<file path="config.mk">
export PLATFORM = sky130hd
export DESIGN_NAME = boot_loader_ctrl_flat
export DESIGN_NICKNAME = d
export VERILOG_FILES = /design/src/rtl/boot_loader_ctrl_if.sv /design/src/rtl/boot_loader_ctrl.sv /design/src/flat_wrapper.sv
export SDC_FILE = /design/constraint.sdc
export NUM_CORES = 1
export LEC_CHECK = 0
export ABC_AREA = 1
export ABC_CLOCK_PERIOD_IN_PS = 1750
export CORE_MARGIN = 5
export CORE_UTILIZATION = 40
export DETAILED_ROUTE_END_ITERATION = 12
export GPL_TIMING_DRIVEN = 0
export PLACE_DENSITY = 0.68
export RECOVER_POWER = 50
export SKIP_LAST_GASP = 1
export SYNTH_ARGS = -nofsm -noshare
export SYNTH_HDL_FRONTEND = slang
export SYNTH_SLANG_ARGS = --single-unit
export TNS_END_PERCENT = 20
</file>
<file path="constraint.sdc">
create_clock -name clk -period 1.75 [get_ports clk]
set_input_delay 0.35 -clock clk [delete_from_list [all_inputs] [get_ports clk]]
set_output_delay 0.35 -clock clk [all_outputs]
set_load 0.01 [all_outputs]
</file>
<file path="src/rtl/boot_loader_ctrl_if.sv">
// rtl/boot_loader_ctrl_if.sv - byte-stream input and CRAM port-B write bus of the boot loader
interface boot_loader_ctrl_if #(
    parameter int ADDR_W = 14
) ();
    logic [7:0]        byte_in;
    logic              byte_valid;
    logic              byte_ready;
    logic              cram_we;
    logic [ADDR_W-1:0] cram_addr;
    logic [31:0]       cram_data;

    // master: serial link source and CRAM observer
    modport master (
        output byte_in,
        output byte_valid,
        input  byte_ready,
        input  cram_we,
        input  cram_addr,
        input  cram_data
    );

    // slave: the boot loader controller itself
    modport slave (
        input  byte_in,
        input  byte_valid,
        output byte_ready,
        output cram_we,
        output cram_addr,
        output cram_data
    );
endinterface

</file>
<file path="src/rtl/boot_loader_ctrl.sv">
// rtl/boot_loader_ctrl.sv - loads a length-prefixed little-endian word image from a byte link into CRAM
module boot_loader_ctrl #(
    parameter int ADDR_W  = 14,
    parameter int TIMEOUT = 1000000
) (
    input  logic                clk,
    input  logic                rst_n,
    input  logic                start,
    boot_loader_ctrl_if.slave   bus,
    output logic                boot,
    output logic                done,
    output logic                err,
    output logic [ADDR_W:0]     word_cnt
);
    typedef enum logic [2:0] {
        S_IDLE,
        S_LEN,
        S_DATA,
        S_WRITE,
        S_DONE,
        S_ERR
    } state_t;

    localparam int               TO_W       = $clog2(TIMEOUT + 1);
    localparam logic [TO_W-1:0]  TO_LAST    = TO_W'(TIMEOUT - 1);
    localparam longint unsigned  CRAM_WORDS = 64'd1 << ADDR_W;

    state_t            state_q, state_d;
    logic [1:0]        idx_q, idx_d;
    logic [15:0]       len_q, len_d;
    logic [31:0]       shift_q, shift_d;
    logic [TO_W-1:0]   to_q, to_d;
    logic [ADDR_W:0]   cnt_q, cnt_d;
    logic [ADDR_W-1:0] addr_q, addr_d;
    logic [31:0]       data_q, data_d;

    logic              ready;
    logic              accept;
    logic [15:0]       len_full;
    logic [31:0]       word_full;
    logic [ADDR_W:0]   cnt_next;

    always_ff @(posedge clk or negedge rst_n) begin
        if (!rst_n) begin
            state_q <= S_IDLE;
            idx_q   <= '0;
            len_q   <= '0;
            shift_q <= '0;
            to_q    <= '0;
            cnt_q   <= '0;
            addr_q  <= '0;
            data_q  <= '0;
        end else begin
            state_q <= state_d;
            idx_q   <= idx_d;
            len_q   <= len_d;
            shift_q <= shift_d;
            to_q    <= to_d;
            cnt_q   <= cnt_d;
            addr_q  <= addr_d;
            data_q  <= data_d;
        end
    end

    always_comb begin
        state_d   = state_q;
        idx_d     = idx_q;
        len_d     = len_q;
        shift_d   = shift_q;
        to_d      = to_q;
        cnt_d     = cnt_q;
        addr_d    = addr_q;
        data_d    = data_q;

        ready     = (state_q == S_LEN) || (state_q == S_DATA);
        accept    = ready && bus.byte_valid;
        len_full  = {bus.byte_in, len_q[7:0]};
        // bytes enter at the top so the first byte of a word ends up in bits 7:0
        word_full = {bus.byte_in, shift_q[31:8]};
        cnt_next  = cnt_q + 1'b1;

        case (state_q)
            S_IDLE, S_DONE, S_ERR: begin
                if (start) begin
                    state_d = S_LEN;
                    cnt_d   = '0;
                    idx_d   = '0;
                    to_d    = '0;
                end
            end
            S_LEN: begin
                if (accept) begin
                    to_d = '0;
                    if (idx_q == 2'd0) begin
                        len_d[7:0] = bus.byte_in;
                        idx_d      = 2'd1;
                    end else begin
                        len_d = len_full;
                        idx_d = 2'd0;
                        if (len_full == 16'd0) begin
                            state_d = S_DONE;
                        end else if (64'(len_full) > CRAM_WORDS) begin
                            state_d = S_ERR;
                        end else begin
                            state_d = S_DATA;
                        end
                    end
                end else if (to_q == TO_LAST) begin
                    state_d = S_ERR;
                end else begin
                    to_d = to_q + 1'b1;
                end
            end
            S_DATA: begin
                if (accept) begin
                    to_d    = '0;
                    shift_d = word_full;
                    idx_d   = idx_q + 2'd1;
                    if (idx_q == 2'd3) begin
                        state_d = S_WRITE;
                        addr_d  = cnt_q[ADDR_W-1:0];
                        data_d  = word_full;
                    end
                end else if (to_q == TO_LAST) begin
                    state_d = S_ERR;
                end else begin
                    to_d = to_q + 1'b1;
                end
            end
            S_WRITE: begin
                cnt_d = cnt_next;
                if (32'(cnt_next) == 32'(len_q)) begin
                    state_d = S_DONE;
                end else begin
                    state_d = S_DATA;
                end
            end
            default: begin
                state_d = S_IDLE;
            end
        endcase
    end

    assign bus.byte_ready = ready;
    assign bus.cram_we    = (state_q == S_WRITE);
    assign bus.cram_addr  = addr_q;
    assign bus.cram_data  = data_q;
    // the core stays held in boot mode unless a load has completed cleanly
    assign boot           = (state_q != S_DONE);
    assign done           = (state_q == S_DONE);
    assign err            = (state_q == S_ERR);
    assign word_cnt       = cnt_q;
endmodule

</file>
<file path="src/flat_wrapper.sv">
// flat-port wrapper written by rule: the top's interface ports become plain ports
module boot_loader_ctrl_flat 
#(
    parameter int ADDR_W  = 14,
    parameter int TIMEOUT = 1000000
)
  (clk, rst_n, start, boot, done, err, word_cnt, bus_byte_in, bus_byte_valid, bus_byte_ready, bus_cram_we, bus_cram_addr, bus_cram_data);
  boot_loader_ctrl_if #(.ADDR_W(ADDR_W)) bus_i ();
  input  logic clk;
  input  logic rst_n;
  input  logic start;
  output logic boot;
  output logic done;
  output logic err;
  output logic [ADDR_W:0] word_cnt;
  input wire logic [$bits(bus_i.byte_in)-1:0] bus_byte_in;
  input wire logic [$bits(bus_i.byte_valid)-1:0] bus_byte_valid;
  output wire logic [$bits(bus_i.byte_ready)-1:0] bus_byte_ready;
  output wire logic [$bits(bus_i.cram_we)-1:0] bus_cram_we;
  output wire logic [$bits(bus_i.cram_addr)-1:0] bus_cram_addr;
  output wire logic [$bits(bus_i.cram_data)-1:0] bus_cram_data;
  assign bus_i.byte_in = bus_byte_in;
  assign bus_i.byte_valid = bus_byte_valid;
  assign bus_byte_ready = bus_i.byte_ready;
  assign bus_cram_we = bus_i.cram_we;
  assign bus_cram_addr = bus_i.cram_addr;
  assign bus_cram_data = bus_i.cram_data;
  boot_loader_ctrl #(.ADDR_W(ADDR_W), .TIMEOUT(TIMEOUT)) u_core (.clk(clk), .rst_n(rst_n), .start(start), .bus(bus_i), .boot(boot), .done(done), .err(err), .word_cnt(word_cnt));
endmodule
</file>
; Yosys cells after proc, flatten, opt, wreduce, memory -nomap -nowiden
; Cells that the tools add are included.
[totals]
regBits = 134
inputBits = 12
word_cells = 68
[op_classes]
addsub = 3
n_lt_le_gt_ge = 1
eq_ne = 15
muxes = 21
bitwise_logic = 1
n_reduce_logical = 18
[ops]
columns = operator, count
row1 = 20-bit 2-to-1 mux, 3
row2 = 20-bit one-hot mux with 2 select lines, 1
row3 = 15-bit one-hot mux with 2 select lines, 1
row4 = 3-bit 2-to-1 mux, 9
row5 = "20-bit by 1-bit adder with 20-bit output, second input constant", 1
row6 = "20-bit equality test, second input constant", 1
row7 = 15-bit by 16-bit equality test with 1-bit output, 1
row8 = "16-bit by 15-bit > comparator with 1-bit output, second input constant", 1
row9 = 16-bit logical NOT, 1
row10 = "15-bit by 1-bit adder with 15-bit output, second input constant", 1
row11 = 15-bit 2-to-1 mux, 1
row12 = 3-bit AND reduction, 5
row13 = 3-bit one-hot mux with 4 select lines, 1
row14 = "3-bit != test, second input constant", 3
row15 = "3-bit by 2-bit equality test with 1-bit output, second input constant", 2
row16 = "3-bit equality test, second input constant", 2
row17 = 2-bit 2-to-1 mux, 3
row18 = 2-bit one-hot mux with 3 select lines, 1
row19 = "2-bit by 1-bit != test with 1-bit output, second input constant", 2
row20 = 2-bit AND reduction, 2
row21 = 4-bit AND reduction, 1
row22 = 2-bit nonzero test, 2
row23 = "3-bit by 1-bit equality test with 1-bit output, second input constant", 1
row24 = 3-bit logical NOT, 1
row25 = other kinds (12), 12

; Logic depth before layout (Yosys ltp)
; Gate-level depths: netlist of run 1.
[logic_depth]
word_depth = 6
mapped_depth = 16
depth_no_buf = 16

; Least setup slack after synthesis of run 1
; OpenSTA, ideal clock, no wires.
[synth_path]
path_type = register -> register
startpoint = reg u_core.cnt_q[0], in the netlist u_core.word_cnt[0]
endpoint = reg u_core.state_q[1]
setup_ns = 0.117
arrival_time_ns = 1.714
required_time_ns = 1.633
setup_slack_ns = -0.081
path_stages_with_launch = 16
period_less_slack_ns = 1.831
cell_sequence = dfrtp_1 -> ha_1 -> nand2_1 -> nor2_1 -> buf_2 -> nand4_1 -> nand2_1 -> nand2_1 -> nand2_1 -> nand2_1 -> nor2_1 -> nand3_1 -> nand2_1 -> nand2_1 -> nand2_1 -> nand2_1
[synth_via]
elab_chain_len = 4
[synth_lines]
columns = item, line
row1 = from (decl), boot_loader_ctrl.sv:33  ; logic [ADDR_W:0] cnt_q, cnt_d;
row2 = from (signal assigned), boot_loader_ctrl.sv:59  ; cnt_q <= cnt_d;
row3 = 15-bit by 1-bit adder with 15-bit output, boot_loader_ctrl.sv:80  ; cnt_next = cnt_q + 1'b1;
row4 = 15-bit by 16-bit equality test with 1-bit output, boot_loader_ctrl.sv:132  ; if (32'(cnt_next) == 32'(len_q)) begin
row5 = 3-bit 2-to-1 mux, boot_loader_ctrl.sv:132
row6 = 3-bit one-hot mux with 4 select lines, boot_loader_ctrl.sv:82  ; case (state_q)
row7 = to (signal assigned), boot_loader_ctrl.sv:54  ; state_q <= state_d;
row8 = to (decl), boot_loader_ctrl.sv:28  ; state_t state_q, state_d;
; Every way passes these cells.
; A chain may end at the register's enable or synchronous reset.

; Final worst setup path of run 1
[layout_path]
startpoint = reg u_core.state_q[2]
endpoint = reg u_core.to_q[12]
[layout_via]
elab_chain_len = 5
word_cells_on_any_way = 15
cone_classes = eq/ne: 6 / mux: 2 / reduce/logical: 7
[layout_lines]
columns = item, line
row1 = 3-bit by 1-bit equality test with 1-bit output or 3-bit by 2-bit equality test with 1-bit output (tied branches), "boot_loader_ctrl.sv:75, boot_loader_ctrl.sv:82"
row2 = 1-bit logical OR, boot_loader_ctrl.sv:75  ; ready = (state_q == S_LEN) || (state_q == S_DATA);
row3 = 1-bit logical AND, boot_loader_ctrl.sv:76  ; accept = ready && bus.byte_valid;
row4 = 3-bit by 2-bit != test with 1-bit output (no line) or 20-bit 2-to-1 mux (tied branches), -
row5 = 3-bit AND reduction (no line) or 20-bit one-hot mux with 2 select lines (tied branches), -
row6 = to (signal assigned), boot_loader_ctrl.sv:58  ; to_q <= to_d;
row7 = to (decl), boot_loader_ctrl.sv:32  ; logic [TO_W-1:0] to_q, to_d;
; Several ways; a longest one is shown, not always the timed one.

==> results.txt, run 1 <==
- Syn Nets: 770
- Critical Path Sink Type: flip-flop
- Least setup slack across all paths after layout: -0.299 ns
- Share of the yosys chip area belonging to registers: 0.518
- The final count of pins violating max slew is 0.
- Area occupied by multi-input gates: 2790 µm²
- Detailed-route wire length on metal 1: 7800 µm
* Library cells used by synthesis: 36
- The run finished, with violations left.
* Fraction of layout instances using a drive strength above 1: 0.210
- Subtracting the final worst setup slack from the clock period gives 2.05 ns.
* Flop and latch count out of synthesis: 126
- Yosys top cell area share: 0.518
- Total Die Area: 17800 µm²
- Htree depth: 4
- Final Hold Vio Count: 0
* Largest stage delay on the critical path: 0.43 ns
* Critical path's slowest cell: sky130_fd_sc_hd__dfrtp_1
* Yosys warning count: 0
- Critical path, cell by cell: inv_2, nand2_4, nor2_4, inv_2, nand2_4, inv_2, nand2_2, nand2_4, nor2_8, inv_6, nand2_8, buf_12, clkinv_8, nor2_4, nand3_2, a21oi_2
- The clock net in this run drives a total of 126 sinks.
- Synth top cells by count: sky130_fd_sc_hd__nand2_1 (207), sky130_fd_sc_hd__dfrtp_1 (126), sky130_fd_sc_hd__o21ai_0 (100)
- Ranked by total cell area, the synthesized netlist is headed by sky130_fd_sc_hd__dfrtp_1 (52%), sky130_fd_sc_hd__nand2_1 (13%), sky130_fd_sc_hd__o21ai_0 (8.2%).
- The internal power of the cells totals 7.31 mW.
- The worst setup path is launched from a flip-flop.
- Highest metal layer used by the detailed router: met4
* Kind of path behind the tightest hold check: reg -> reg
- Cell at the root of the clock tree: sky130_fd_sc_hd__clkbuf_16
- TritonCTS built the clock tree.
* Post-synthesis async set-or-reset flop share: 1.00
- The floorplan step set the die width to 133 µm.
- EDFF count, synth: 0
- CP max FO: 8
* Fmax: 0.488 GHz
* Initial antenna violation count: 0
- Total track usage: 0.192
- Relative to the synthesized area, the layout overhead comes to 40.0%.
- Gp weighted congestion: 0.878
- Vias in the first global route: 5456
- For this run, the post-layout net count is 914.
* Number of primary I/O pins: 78
- Sum of met3 wire segment lengths after detailed routing: 1110 µm
* Worst voltage drop across the vdd grid: 0.996 mV
- Setup repair after global routing could not meet its margin everywhere.
* Drc violations: 0
* Quantity of I/O buffers inserted on ports: 77
- Diodes inserted: 0
- Clock edge transition at the registers on the reported setup and hold paths: 0.06 ns
- Y dimension of the die: 133 µm
- The share of total power dissipated in sequential elements is 0.334.
- Normalized max-slew margin: 0.204
- Buffers inserted during clock tree synthesis total 17.
- At the worst endpoint, the required time is 2.10 ns.
- Detailed routing inserted a total of 5771 vias.
- For this run, the detailed router's first-pass iteration total came to 5.
* # fillers: 1321
- Via density per instance: 5.25
- Combinational Power Share: 0.348
- Number of violations of the max-capacitance limit: 0
* Largest net degree at the start of global routing: 83
- Finish-stage setup viols: 75
- Starting DRT DRC Count: 478
- Transition at the pin with the smallest max-transition slack: 1.19 ns
* Pleak: 3.90 nW
- Wire length of the first global-routing pass: 27500 µm
- Number of placed cells counting well taps: 1020
* Initial Util: 0.403
- Clock network fraction of total power: 0.318
- Power density relative to cell area: 1330 nW/µm²
- Critical path data arrival time: 2.40 ns
- Floorplan row count: 45
* Deepest clock path buffer count: 2
- Switching share of power: 0.353
* Met2 wire length: 8600 µm
- The average instance in the mapped netlist occupies 8.07 µm².
* Summed instance area of the synthesized netlist: 6090 µm²
- In the final routed layout, each cell accounts on average for 16.2 µm.
- Start-to-end type of the worst setup path: reg -> reg
- Clock network latency to the later pin of the worst-skew pair: 0.42 ns
- Gate count after technology mapping: 754
- Most used flip-flop cell after synthesis: sky130_fd_sc_hd__dfrtp_1
- Detailed-placement wirelength estimate: 11800 µm
- Switching power: 3.98 mW
- Remaining number of nets flagged by the antenna check after routing: 0
- The checks that failed: negative setup slack.
* Final core utilization: 0.565
- Registers take 3160 µm².
* Post-synthesis cell type with the largest combined area: sky130_fd_sc_hd__dfrtp_1
- The region available for standard cell placement spans 15100 µm².
- Number of non-filler instances in the completed layout: 1099
- Most used standard cell by instance count after synthesis: sky130_fd_sc_hd__nand2_1
- Final wirelength: 17900 µm
- Grt total ovfl: 0
* Period utilisation layout: 1.17
* Final clock skew: 0.00506 ns
==> flip-flops by register name, summed over array words and instances (netlist names) <==
| register | flops |
|---|---|
| u_core.state_q | 3 |
| u_core.len_q | 16 |
| u_core.bus.cram_addr | 14 |
| u_core.word_cnt | 15 |
| u_core.to_q | 20 |
| u_core.bus.cram_data | 32 |
| u_core.shift_q | 24 |
| u_core.idx_q | 2 |
==> stage by stage <==
stage / setup TNS, ns / setup WS (ns) / hold slack [ns] / area, µm² / total power, mW
after floorplan: -0.0151 / -0.0151 / 0.0544 / 6100 / 5.58
after CTS: -5.97 / -0.223 / 0.436 / 7930 / 10.2
after global routing: -35.39 / -0.406 / 0.506 / 8520 / 11.9
after detailed placement: -48.77 / -0.734 / 0.310 / 7140 / 6.44
final: -7.36 / -0.299 / 0.481 / 8520 / 11.3
after global placement: -636.29 / -5.15 / 0.463 / 7110 / 6.39
==> logic make-up after synthesis <==
logic type | share of synthesized area
AO/OA/AOI/OAI | 0.107
adder cells (fa/ha/maj) | 0.00822
buffers and inverters | 0.0763
AND/OR/NAND/NOR | 0.266
multiplexers | 0.0148
XOR/XNOR | 0.0101
flip-flops | 0.518
==> worst paths after layout <==
check                                    from                 endpoint  slack, ns  depth (start not counted)
hold / removal             u_core.shift_q[15]       u_core.shift_q[15]       0.48                          2
min in group asynchronous               rst_n  u_core.bus.cram_addr[2]       0.71                          2
hold reg to reg            u_core.shift_q[15]       u_core.shift_q[15]       0.48                          2
max in group asynchronous               rst_n       u_core.shift_q[14]       0.05                          3
setup / recovery            u_core.state_q[2]          u_core.to_q[12]      -0.30                         16
setup reg to reg            u_core.state_q[2]          u_core.to_q[12]      -0.30                         16
==> power groups by stage <==
| stage | combinational [mW] | sequential (mW) | clock, mW |
|---|---|---|---|
| floorplan | 1.85 | 3.73 | 0 |
| global route | 4.32 | 3.84 | 3.77 |
| CTS | 2.85 | 3.77 | 3.63 |
| finish | 3.93 | 3.77 | 3.59 |
| detailed placement | 2.63 | 3.81 | 0 |
| global placement | 2.58 | 3.80 | 0 |
==> repair_timing <==
item                                    4_1_cts  5_1_grt
gates resized for setup                      37      116
endpoints found under the setup margin      122      135
hold buffers                                  1        0
gates cloned                                  0        1
setup buffers                                15       31
endpoints found under the hold margin        44        0
pin swaps                                     6       33
==> routing by layer <==
| layer | vias up | global-route usage |
|---|---|---|
| li1 | 2756 | - |
| met1 | 2753 | 0.261 |
| met2 | 221 | 0.309 |
| met3 | 41 | 0.0431 |
| met4 | 0 | 0.0600 |
| met5 | - | 0 |
==> worst max-delay path: cells and delay by family, from the launching register on <==
family / cells / cell delay, ns
AOI/OAI and AO/OA: 1 / 0.14
DFF: 1 / 0.43
buffers and inverters: 6 / 0.46
and+or+nand+nor: 9 / 0.94
==> cell usage in the layout (no fill, tap or decap), drive strengths merged, types with 4 or more instances in the layout <==
cell / n
nand2: 213
dfrtp: 126
o21ai: 101
inv: 99
clkdlybuf4s50: 71
nand3: 57
buf: 53
nor2: 50
clkbuf: 37
nand4: 22
a21oi: 13
nor3: 11
mux2: 8
xor2: 7
o22ai: 7
clkinvlp: 6
ha: 4
==> area by class of cell <==
cell class / count / share of cell area
Clock inverter: 12 / 0.0191
Multi-Input combinational cell: 508 / 0.328
Clock buffer: 20 / 0.0512
Buffer: 20 / 0.0156
Inverter: 99 / 0.0479
Tap cell: 188 / 0.0276
Sequential cell: 126 / 0.371
Timing Repair Buffer: 126 / 0.140
Note: power is estimated with default switching activity, not from simulation.
==> run 2: changes to the inputs <==
Settings changed: DONT_BUFFER_PORTS from default to 1, PLACE_DENSITY 0.68 to 0.61.
==> results.txt, run 2 (synthesis results as in run 1) <==
* Result of the run: finished, violations left
- The checks that failed: negative hold slack, negative setup slack.
- Of the cells placed in the final design, the portion with a size suffix greater than 1 is 0.206.
* Worst hold slack: -0.368 ns
- TritonCTS built the clock tree.
* Drc violations: 0
* Fmax: 0.501 GHz
- Once placement completed, the tool counted placed cells totaling 942.
- Clock edge transition at the registers on the reported setup and hold paths: 0.06 ns
- For this design the ratio of total power to cell area is 1430 nW/µm².
- Setup violations remaining at the end of the flow were counted as 81.
* Number of non-filler instances in the completed layout: 1014
- Initial antenna violation count: 0
- Startpoint Class: flip-flop
* Start-to-end type of the worst setup path: reg -> reg
* Htree depth: 4
- Wire length of the first global-routing pass: 26700 µm
* Worst Path Buf+Inv: 1
* Largest net degree at the start of global routing: 127
- Total stage count of the critical path: 12
- The floorplan step set the die width to 133 µm.
- After detailed routing, the number of vias per cell comes to 5.21.
- Worst setup path startpoint: u_core.word_cnt[0]
- Reg2Reg Launch Point: u_core.word_cnt[0]
- Cell family contributing the most delay on the critical path: simple AND/OR/NAND/NOR gates
* Top library cells by usage in the layout, fill and taps aside: sky130_fd_sc_hd__nand2_1 (193), sky130_fd_sc_hd__dfrtp_1 (119), sky130_fd_sc_hd__o21ai_0 (97)
- In this run the worst path has a maximum fanout of 5.
- Buffers inserted during clock tree synthesis total 17.
- Power, Total: 11.0 mW
* Routed via count: 5282
- Crit path top cell by count: sky130_fd_sc_hd__nand2_1
* Least setup slack across all paths after layout: -0.247 ns
- Total Die Area: 17800 µm²
- The share of total power dissipated in the clock network is 0.342.
- Critical path capture point: u_core.state_q[1]
* DRT Pass-1 Iters: 5
* WL per Instance: 16.8 µm
- Clock tree synthesis found a total of 126 sinks.
* Period utilisation layout: 1.14
* Combinational Power Share: 0.311
* Nets: 830
* Number of primary I/O pins: 78
* Synthesis-to-finish area growth: 26.4%
- Final wirelength: 17000 µm
* Critical Path Sink Type: flip-flop
- Quantity of I/O buffers inserted on ports: 0
- The final number of hold-violating endpoints is 126.
* Pleak: 3.59 nW
* Diodes inserted: 0
* Kind of path behind the tightest hold check: in -> async
- Most common cell after layout, fill and taps aside: sky130_fd_sc_hd__nand2_1
- Total internal power: 7.24 mW
- The region available for standard cell placement spans 15100 µm².
- The detail route stage leaves a number of antenna-violating nets equal to 0.
- Headroom to the max-slew limit came out at 0.672.
* Critical path's slowest cell: sky130_fd_sc_hd__dfrtp_2
- For this run, the total global-route usage over all layers was measured as 0.189.
- For the worst setup path, the data required time is 2.06 ns.
- Largest stage delay on the critical path: 0.46 ns
* Starting DRT DRC Count: 382
- Switching share of power: 0.341
- Deepest clock path buffer count: 2
* Y dimension of the die: 133 µm
- Number of violations of the max-capacitance limit: 0
- Of the total power, registers draw 0.346.
- Detailed-placement wirelength estimate: 11500 µm
- Clock latency on the worst-skew pair, taken at its later pin, is 0.42 ns.
- Cell at the root of the clock tree: sky130_fd_sc_hd__clkbuf_16
- The clock arrives with 0.00676 ns of skew.
* Largest register FFs: 32
- Setup slack on the worst reg-to-reg path comes out at -0.25 ns.
- Critical path data arrival time: 2.31 ns
- Counting the fill cells in the layout gives 1386.
- Critical path, cell by cell: inv_1, nor2_4, nand2_1, nand2_1, xor2_1, nand3b_1, nor2_1, nand3_1, nand2_1, nand2_1, nand2_1, nand2_1
- Unrepaired setup endpoints after global routing: yes
- Grt total ovfl: 0
- Routability-driven placement finished with a final weighted congestion of 0.868.
* Vias in the first global route: 4969
- Number of pins exceeding their max-slew limit in the final report: 0
- In this run the core area contains 45 standard-cell rows.
* Worst reg2reg path depth: 12
* Worst voltage drop across the vdd grid: 0.911 mV
* Shortest clock period the worst path allows after layout: 2.00 ns
- For this configuration, the core starts out at a cell density of 0.403.
* Transition at the pin with the smallest max-transition slack: 0.493 ns
- The analysis attributes to net switching a power of 3.75 mW.
- The worst register-to-register path ends at u_core.state_q[1].
-- run 2: power by group through the flow --
| stage | clock [mW] | combinational [mW] | sequential [mW] |
|---|---|---|---|
| after floorplan | 0 | 1.85 | 3.73 |
| after detailed placement | 0 | 2.37 | 3.84 |
| final | 3.76 | 3.42 | 3.80 |
| after global routing | 3.97 | 3.78 | 3.87 |
| after CTS | 3.81 | 2.52 | 3.80 |
| after global placement | 0 | 2.35 | 3.83 |
-- run 2: layout make-up --
class,count,area (µm²),area share
sequential,126,3160,0.411
multi-input combinational,509,2760,0.359
clock buffer,19,443,0.0576
inverter,99,397,0.0516
timing repair buffer,41,359,0.0467
tap,188,235,0.0306
clock inverter,12,188,0.0244
buffer,20,149,0.0194
-- run 2: per-layer routing --
metal	GRT usage	up-vias	wire [µm]
li1	-	2592	-
met1	0.251	2545	7640
met2	0.297	128	8120
met3	0.0634	17	1050
met4	0.0549	0	225
met5	0	-	0
-- run 2: per-stage QoR --
stage          TNS (ns)  cell area [µm²]  setup WS [ns]   util
2_1_floorplan   -0.0151             6100        -0.0151      -
4_1_cts           -4.87             7190         -0.197  0.477
5_1_grt          -21.29             7690         -0.426  0.510
3_3_place_gp     -31.54             6340         -0.476  0.420
6_report          -9.95             7690         -0.247  0.510
3_5_place_dp     -33.63             6340         -0.526  0.420
-- run 2: what timing repair did --
| item | in CTS | in global routing |
|---|---|---|
| endpoints found under the hold margin | 126 | 126 |
| setup buffers | 12 | 25 |
| gates cloned | 2 | 3 |
| pin swaps | 13 | 20 |
| gates resized for setup | 46 | 77 |
| endpoints found under the setup margin | 109 | 116 |
-- run 2: worst min-delay path by stage --
stage / end / start / slack, ns / depth (start not counted)
6_report: u_core.bus.cram_addr[2] / rst_n / -0.37 / 0
5_1_grt: u_core.bus.cram_addr[2] / rst_n / -0.40 / 0
4_1_cts: u_core.word_cnt[1] / rst_n / -0.39 / 0
3_5_place_dp: u_core.bus.cram_addr[2] / rst_n / 0.06 / 0
3_3_place_gp: u_core.bus.cram_addr[2] / rst_n / 0.06 / 0
2_1_floorplan: u_core.bus.cram_addr[0] / rst_n / 0.05 / 0
